`src/rtl/seg_pkg.sv`:
```
// ----------------------------------------------------------------------------
// seg_pkg
// Shared seven-segment constants used by both the BCD-to-segment driver and
// the receive-side frame capture. Patterns are {a,b,c,d,e,f,g}, active-high,
// with seg[6]=a ... seg[0]=g.
// Ports: none (package).
// ----------------------------------------------------------------------------
package seg_pkg;

   localparam logic [6:0] SEG_0     = 7'b1111110;
   localparam logic [6:0] SEG_1     = 7'b0110000;
   localparam logic [6:0] SEG_2     = 7'b1101101;
   localparam logic [6:0] SEG_3     = 7'b1111001;
   localparam logic [6:0] SEG_4     = 7'b0110011;
   localparam logic [6:0] SEG_5     = 7'b1011011;
   localparam logic [6:0] SEG_6     = 7'b1011111;
   localparam logic [6:0] SEG_7     = 7'b1110000;
   localparam logic [6:0] SEG_8     = 7'b1111111;
   localparam logic [6:0] SEG_9     = 7'b1111011;
   localparam logic [6:0] SEG_BLANK = 7'b0000000;

   // Value reported for any pattern that is not a legal 0-9 digit.
   localparam logic [3:0] NIBBLE_INVALID = 4'hF;

endpackage

```
`src/rtl/seg_pattern_decode.sv`:
```
// ----------------------------------------------------------------------------
// seg_pattern_decode
// Combinational inverse of the seven-segment driver table: maps a segment
// pattern back to its BCD value.
// Ports:
//   seg   in  [6:0]  segment lines, seg[6]=a ... seg[0]=g
//   value out [3:0]  decoded digit 0-9, NIBBLE_INVALID when not legal
//   err   out        1 when the pattern is not one of the ten digit codes
// ----------------------------------------------------------------------------
module seg_pattern_decode
   import seg_pkg::*;
(
   input  logic [6:0] seg,
   output logic [3:0] value,
   output logic       err
);

   always_comb begin
      value = NIBBLE_INVALID;
      err   = 1'b0;
      case (seg)
         SEG_0:   value = 4'd0;
         SEG_1:   value = 4'd1;
         SEG_2:   value = 4'd2;
         SEG_3:   value = 4'd3;
         SEG_4:   value = 4'd4;
         SEG_5:   value = 4'd5;
         SEG_6:   value = 4'd6;
         SEG_7:   value = 4'd7;
         SEG_8:   value = 4'd8;
         SEG_9:   value = 4'd9;
         default: begin
            value = NIBBLE_INVALID;
            err   = 1'b1;
         end
      endcase
   end

endmodule

```
`src/rtl/seg_frame_capture.sv`:
```
// ----------------------------------------------------------------------------
// seg_frame_capture
// Samples a multiplexed seven-segment bus, debounces each digit dwell,
// decodes the pattern back to BCD and assembles a NUM_DIGITS frame that is
// handed out over a valid/ready handshake.
// Ports:
//   clk          in                 system clock, rising edge
//   rst_n        in                 synchronous active-low reset
//   seg          in  [6:0]          segment lines, seg[6]=a ... seg[0]=g
//   dig_sel      in  [NUM_DIGITS]   one-hot digit strobes
//   frame_data   out [4*NUM_DIGITS] captured BCD, digit i at [4i+3:4i]
//   frame_err    out [NUM_DIGITS]   digit i pattern was not a legal 0-9 code
//   frame_valid  out                frame_data/frame_err hold a frame
//   frame_ready  in                 consumer accepts on valid && ready
//   overrun      out                sticky: a completed frame was dropped
// ----------------------------------------------------------------------------
module seg_frame_capture
   import seg_pkg::*;
#(
   parameter int unsigned NUM_DIGITS    = 4,
   parameter int unsigned STABLE_CYCLES = 3
) (
   input  logic                    clk,
   input  logic                    rst_n,
   input  logic [6:0]              seg,
   input  logic [NUM_DIGITS-1:0]   dig_sel,
   output logic [4*NUM_DIGITS-1:0] frame_data,
   output logic [NUM_DIGITS-1:0]   frame_err,
   output logic                    frame_valid,
   input  logic                    frame_ready,
   output logic                    overrun
);

   localparam logic [7:0] STABLE_MAX = 8'(STABLE_CYCLES);

   logic [3:0] dec_value;
   logic       dec_err;

   seg_pattern_decode u_decode (
      .seg   (seg),
      .value (dec_value),
      .err   (dec_err)
   );

   logic [NUM_DIGITS-1:0]   prev_sel_q,    prev_sel_d;
   logic [6:0]              prev_seg_q,    prev_seg_d;
   logic [7:0]              cnt_q,         cnt_d;
   logic [NUM_DIGITS-1:0]   captured_q,    captured_d;
   logic [4*NUM_DIGITS-1:0] stage_data_q,  stage_data_d;
   logic [NUM_DIGITS-1:0]   stage_err_q,   stage_err_d;
   logic [4*NUM_DIGITS-1:0] frame_data_q,  frame_data_d;
   logic [NUM_DIGITS-1:0]   frame_err_q,   frame_err_d;
   logic                    frame_valid_q, frame_valid_d;
   logic                    overrun_q,     overrun_d;

   logic sel_onehot;
   logic same_sample;
   logic capture;
   logic frame_full;
   logic frame_load;

   always_comb begin
      sel_onehot  = $onehot(dig_sel);
      same_sample = (dig_sel == prev_sel_q) && (seg == prev_seg_q);
      prev_sel_d  = dig_sel;
      prev_seg_d  = seg;

      // Dwell counter: saturating run length of identical one-hot samples.
      cnt_d = cnt_q;
      if (sel_onehot && same_sample) begin
         if (cnt_q < STABLE_MAX) begin
            cnt_d = cnt_q + 8'd1;
         end
      end else if (sel_onehot) begin
         cnt_d = 8'd1;
      end else begin
         cnt_d = '0;
      end

      // Fire once per dwell, on the sample where the run length reaches the
      // threshold; a dwell already held at saturation must not refire. The
      // load path covers STABLE_CYCLES=1 between back-to-back dwells.
      capture = sel_onehot && (cnt_d == STABLE_MAX) &&
                !(same_sample && (cnt_q == STABLE_MAX));

      // A full mask from the previous cycle hands the staged frame out (or
      // drops it) this cycle; a capture in the same cycle starts the next frame.
      frame_full = &captured_q;
      frame_load = frame_full && (!frame_valid_q || frame_ready);

      captured_d   = frame_full ? '0 : captured_q;
      stage_data_d = stage_data_q;
      stage_err_d  = stage_err_q;
      if (capture) begin
         for (int unsigned i = 0; i < NUM_DIGITS; i++) begin
            if (dig_sel[i]) begin
               captured_d[i]            = 1'b1;
               stage_data_d[4*i +: 4]   = dec_value;
               stage_err_d[i]           = dec_err;
            end
         end
      end

      frame_data_d  = frame_data_q;
      frame_err_d   = frame_err_q;
      frame_valid_d = frame_valid_q;
      if (frame_load) begin
         frame_data_d  = stage_data_q;
         frame_err_d   = stage_err_q;
         frame_valid_d = 1'b1;
      end else if (frame_valid_q && frame_ready) begin
         frame_valid_d = 1'b0;
      end

      overrun_d = overrun_q | (frame_full && !frame_load);
   end

   always_ff @(posedge clk) begin
      if (!rst_n) begin
         prev_sel_q    <= '0;
         prev_seg_q    <= '0;
         cnt_q         <= '0;
         captured_q    <= '0;
         stage_data_q  <= '0;
         stage_err_q   <= '0;
         frame_data_q  <= '0;
         frame_err_q   <= '0;
         frame_valid_q <= 1'b0;
         overrun_q     <= 1'b0;
      end else begin
         prev_sel_q    <= prev_sel_d;
         prev_seg_q    <= prev_seg_d;
         cnt_q         <= cnt_d;
         captured_q    <= captured_d;
         stage_data_q  <= stage_data_d;
         stage_err_q   <= stage_err_d;
         frame_data_q  <= frame_data_d;
         frame_err_q   <= frame_err_d;
         frame_valid_q <= frame_valid_d;
         overrun_q     <= overrun_d;
      end
   end

   assign frame_data  = frame_data_q;
   assign frame_err   = frame_err_q;
   assign frame_valid = frame_valid_q;
   assign overrun     = overrun_q;

endmodule

```
`config.mk`:
```
export PLATFORM = sky130hd
export DESIGN_NAME = seg_frame_capture
export DESIGN_NICKNAME = d
export VERILOG_FILES = /design/src/rtl/seg_pkg.sv /design/src/rtl/seg_pattern_decode.sv /design/src/rtl/seg_frame_capture.sv
export SDC_FILE = /design/constraint.sdc
export NUM_CORES = 1
export LEC_CHECK = 0
export ABC_AREA = 1
export BUFFER_PORTS_ARGS = -buffer_cell sky130_fd_sc_hd__buf_4
export CORE_MARGIN = 2
export CORE_UTILIZATION = 50
export CTS_CLUSTER_SIZE = 24
export DETAILED_ROUTE_END_ITERATION = 10
export GPL_TIMING_DRIVEN = 0
export HOLD_SLACK_MARGIN = 0.08
export PLACE_DENSITY_LB_ADDON = 0.25
export SYNTH_ARGS = -nofsm -noshare
export SYNTH_HDL_FRONTEND = slang
export SYNTH_SLANG_ARGS = --single-unit
```
`constraint.sdc`:
```
create_clock -name clk -period 3.3 [get_ports clk]
set_clock_uncertainty 0.05 [all_clocks]
set_input_delay 0.33 -clock clk [delete_from_list [all_inputs] [get_ports clk]]
set_output_delay 0.33 -clock clk [all_outputs]
set_load 0.02 [all_outputs]
```
==> metrics.yaml <==
sta:
  finalSetupViolations: 0
  max_freq_mhz: 404
  rsz0062_at_grt: "no"
  worst_slew_pin_slew_ps: 444
  hold_violations: 0
  relSlewSlack_pct: 70.4
  finalMaxSlewViolations: 0
  hold-worst-slack_ps: 147
  final.min_clock_period_ps: 2470
  tns_ps: 0
  post-route-period-util_pct: 74.9
hold_path:
  hp-class: "in2reg"
worst_setup_path:
  crit_chain: "buf_6 > inv_6 > fa_1 > inv_1 > ha_1 > ha_1 > nor2_1 > nand2_1 > nor2_1 > nand2_1 > nor2_2 > inv_1 > nor2_4 > buf_6 > nand3_1 > nand2_1 > nor2_1"
  cp_slowest_cell: "fa_1"
  worstSetupEndpointType: "flip-flop"
  start_kind: "input pin"
  worstPathRequired_ps: 3500
  worst-path-buf-inv: 5
  cp_max_fo: 10
  worstPathArrival_ps: 2670
  max_stage_delay_ps: 530
  crit_type: "in2reg"
  crit_family: "adder cells"
global_route:
  grt_max_degree: 13
  overflow: 0
  grt.total_usage_pct: 18.5
  grt_antenna_before_repair: 0
  grt_pass1_vias: 2190
  grt_pass1_wl_um: 9330
cells_and_area:
  area_delta_synth_final_pct: 17.2
  diodes: 0
  finalInstanceArea_um2: 3490
  nNetsFinal: 468
  drive_above_1_share_pct: 19.8
  final_core_util_pct: 59.7
cts:
  postCtsHoldBufs: 0
  clock-root-buffer: "clkbuf_8"
  cts.htree.levels: 3
  clk_pin_slew_ps: 80
  cts_tree: "built"
  cts_setup_buffers: 0
  cts_made_buffers: 9
  cts.repair.resized: 0
  worst_skew_pair.late_latency_ps: 350
  cts_buffer_depth: 2
  clock-sinks: 65
floorplan:
  die-area_um2: 6590
  coreArea_um2: 5850
  start_util_pct: 50.9
  rows: 28
  io_pins: 36
  die_h_um: 81.2
  chipWidth_um: 81.2
detailed_routing:
  drt_iter0_markers: 76
  drtPass1Iterations: 4
  wl_met2_um: 2490
  wl_met3_um: 251
  vias_per_cell: 4.73
  vias: 2508
  wl_per_cell_um: 10.4
  wl_met1_um: 2660
  ant_nets: 0
  routed_wl_um: 5530
  route.detailed.drc: 0
  top_layer: "met4"
logic_synthesis:
  syn-num-nets: 427
  synth_cells: 409
  yosysSeqAreaShare_pct: 43.7
  synth-seq-cells: 65
  netlist-cell-type-count: 30
  yosys_warnings: 0
  syn_area_per_cell_um2: 7.28
  netlist_area_um2: 2980
power:
  vdd_drop_max_v: 0.000313
  p_leak_uw: 0.00174
  power.density_nw_per_um2: 457
  power.total_uw: 1600
run:
  maxCapViolCount: 0
placed_design:
  dp_hpwl_um: 4040
  portBuffers: 30
  gp_congestion: 0.861
  dpl_cell_area_um2: 3300
run_status:
  status: "completed"
## cell families (layout without fill, tap and decap cells)
logic type,count (synthesis),count (layout),share of synthesized area (%)
XOR/XNOR,5,5,1.72
buffers and inverters,67,113,10.9
adder cells (fa/ha/maj),4,4,1.93
AO/OA/AOI/OAI,32,32,5.59
AND/OR/NAND/NOR,236,236,36.2
flip-flops,65,65,43.7
## power breakdown
part	leakage, uW	switching [uW]	total [uW]	internal [uW]
combinational	0.00112	78.5	125	46.7
sequential	0.000526	4.41	797	792
clock	0.0000994	326	674	348
total	0.00174	409	1600	1190
## metrics by stage
| stage | setup slack [ps] | cells |
|---|---|---|
| after floorplan | 690 | 409 |
| after global placement | 531 | 514 |
| after detailed placement | 456 | 514 |
| after CTS | 830 | 530 |
| after global routing | 579 | 530 |
| final | 827 | 530 |
## layout by cell type, fill, tap and decap left out, types with 6 or more instances in the layout
| master | instances |
|---|---|
| nor2_1 | 107 |
| a21oi_1 | 6 |
| clkbuf_1 | 7 |
| dfxtp_1 | 65 |
| nor2_4 | 6 |
| nand2_2 | 8 |
| nand3_1 | 27 |
| nor2_2 | 6 |
| nand2_1 | 67 |
| clkbuf_8 | 10 |
| o21ai_0 | 23 |
| inv_1 | 43 |
| buf_6 | 7 |
| buf_4 | 30 |
## layout make-up
class,instances,area (um2)
fill,548,2360
timing repair buffer,30,225
inverter,50,198
tap,75,93.8
buffer,17,126
sequential,65,1300
multi-input combinational,277,1350
clock inverter,7,70.1
clock buffer,9,124
## flip-flops by register name, summed over array words and instances, names as in the netlist
name / flops
frame_data: 16
prev_sel_q: 4
stage_err_q: 4
captured_q: 4
frame_valid: 1
overrun: 1
frame_err: 4
stage_data_q: 16
prev_seg_q: 7
cnt_q: 8
## worst register-to-register path: cells and delay by family (launching register included)
kind | cells | cell delay (ps)
adders and majority gates | 1 | 190
buffers and inverters | 1 | 150
and+or+nand+nor | 9 | 1000
DFF | 1 | 330
## worst paths after layout
path,from,endpoint,slack (ps),depth (start not counted)
worst max-delay path,dig_sel[0],stage_data_q[10],830,17
worst min-delay path,seg[6],prev_seg_q[6],150,3
worst max register to register,cnt_q[0],stage_data_q[10],1490,11
worst min register to register,cnt_q[6],cnt_q[6],390,2
## cells in the mapped netlist, drive strengths merged
master,instances,area [um2]
ha,3,37.5
inv,50,198
nand3b,1,7.51
and2,2,17.5
clkbuf,8,40.0
a31o,1,8.76
dfxtp,65,1300
nand4,4,40.0
nand2,75,302
a21oi,6,30.0
nor3,4,20.0
o21ai,24,120
buf,9,86.3
nor2,120,527
a21boi,1,7.51
xor2,5,51.3
nand3,30,165
fa,1,20.0
## layer usage
metal | global-route usage (%) | up-vias
met5 | 0 | -
met4 | 10.7 | 0
met3 | 4.11 | 15
met2 | 29.6 | 54
met1 | 23.0 | 1105
li1 | - | 1334
No activity file was read; power rests on OpenSTA's default activity.
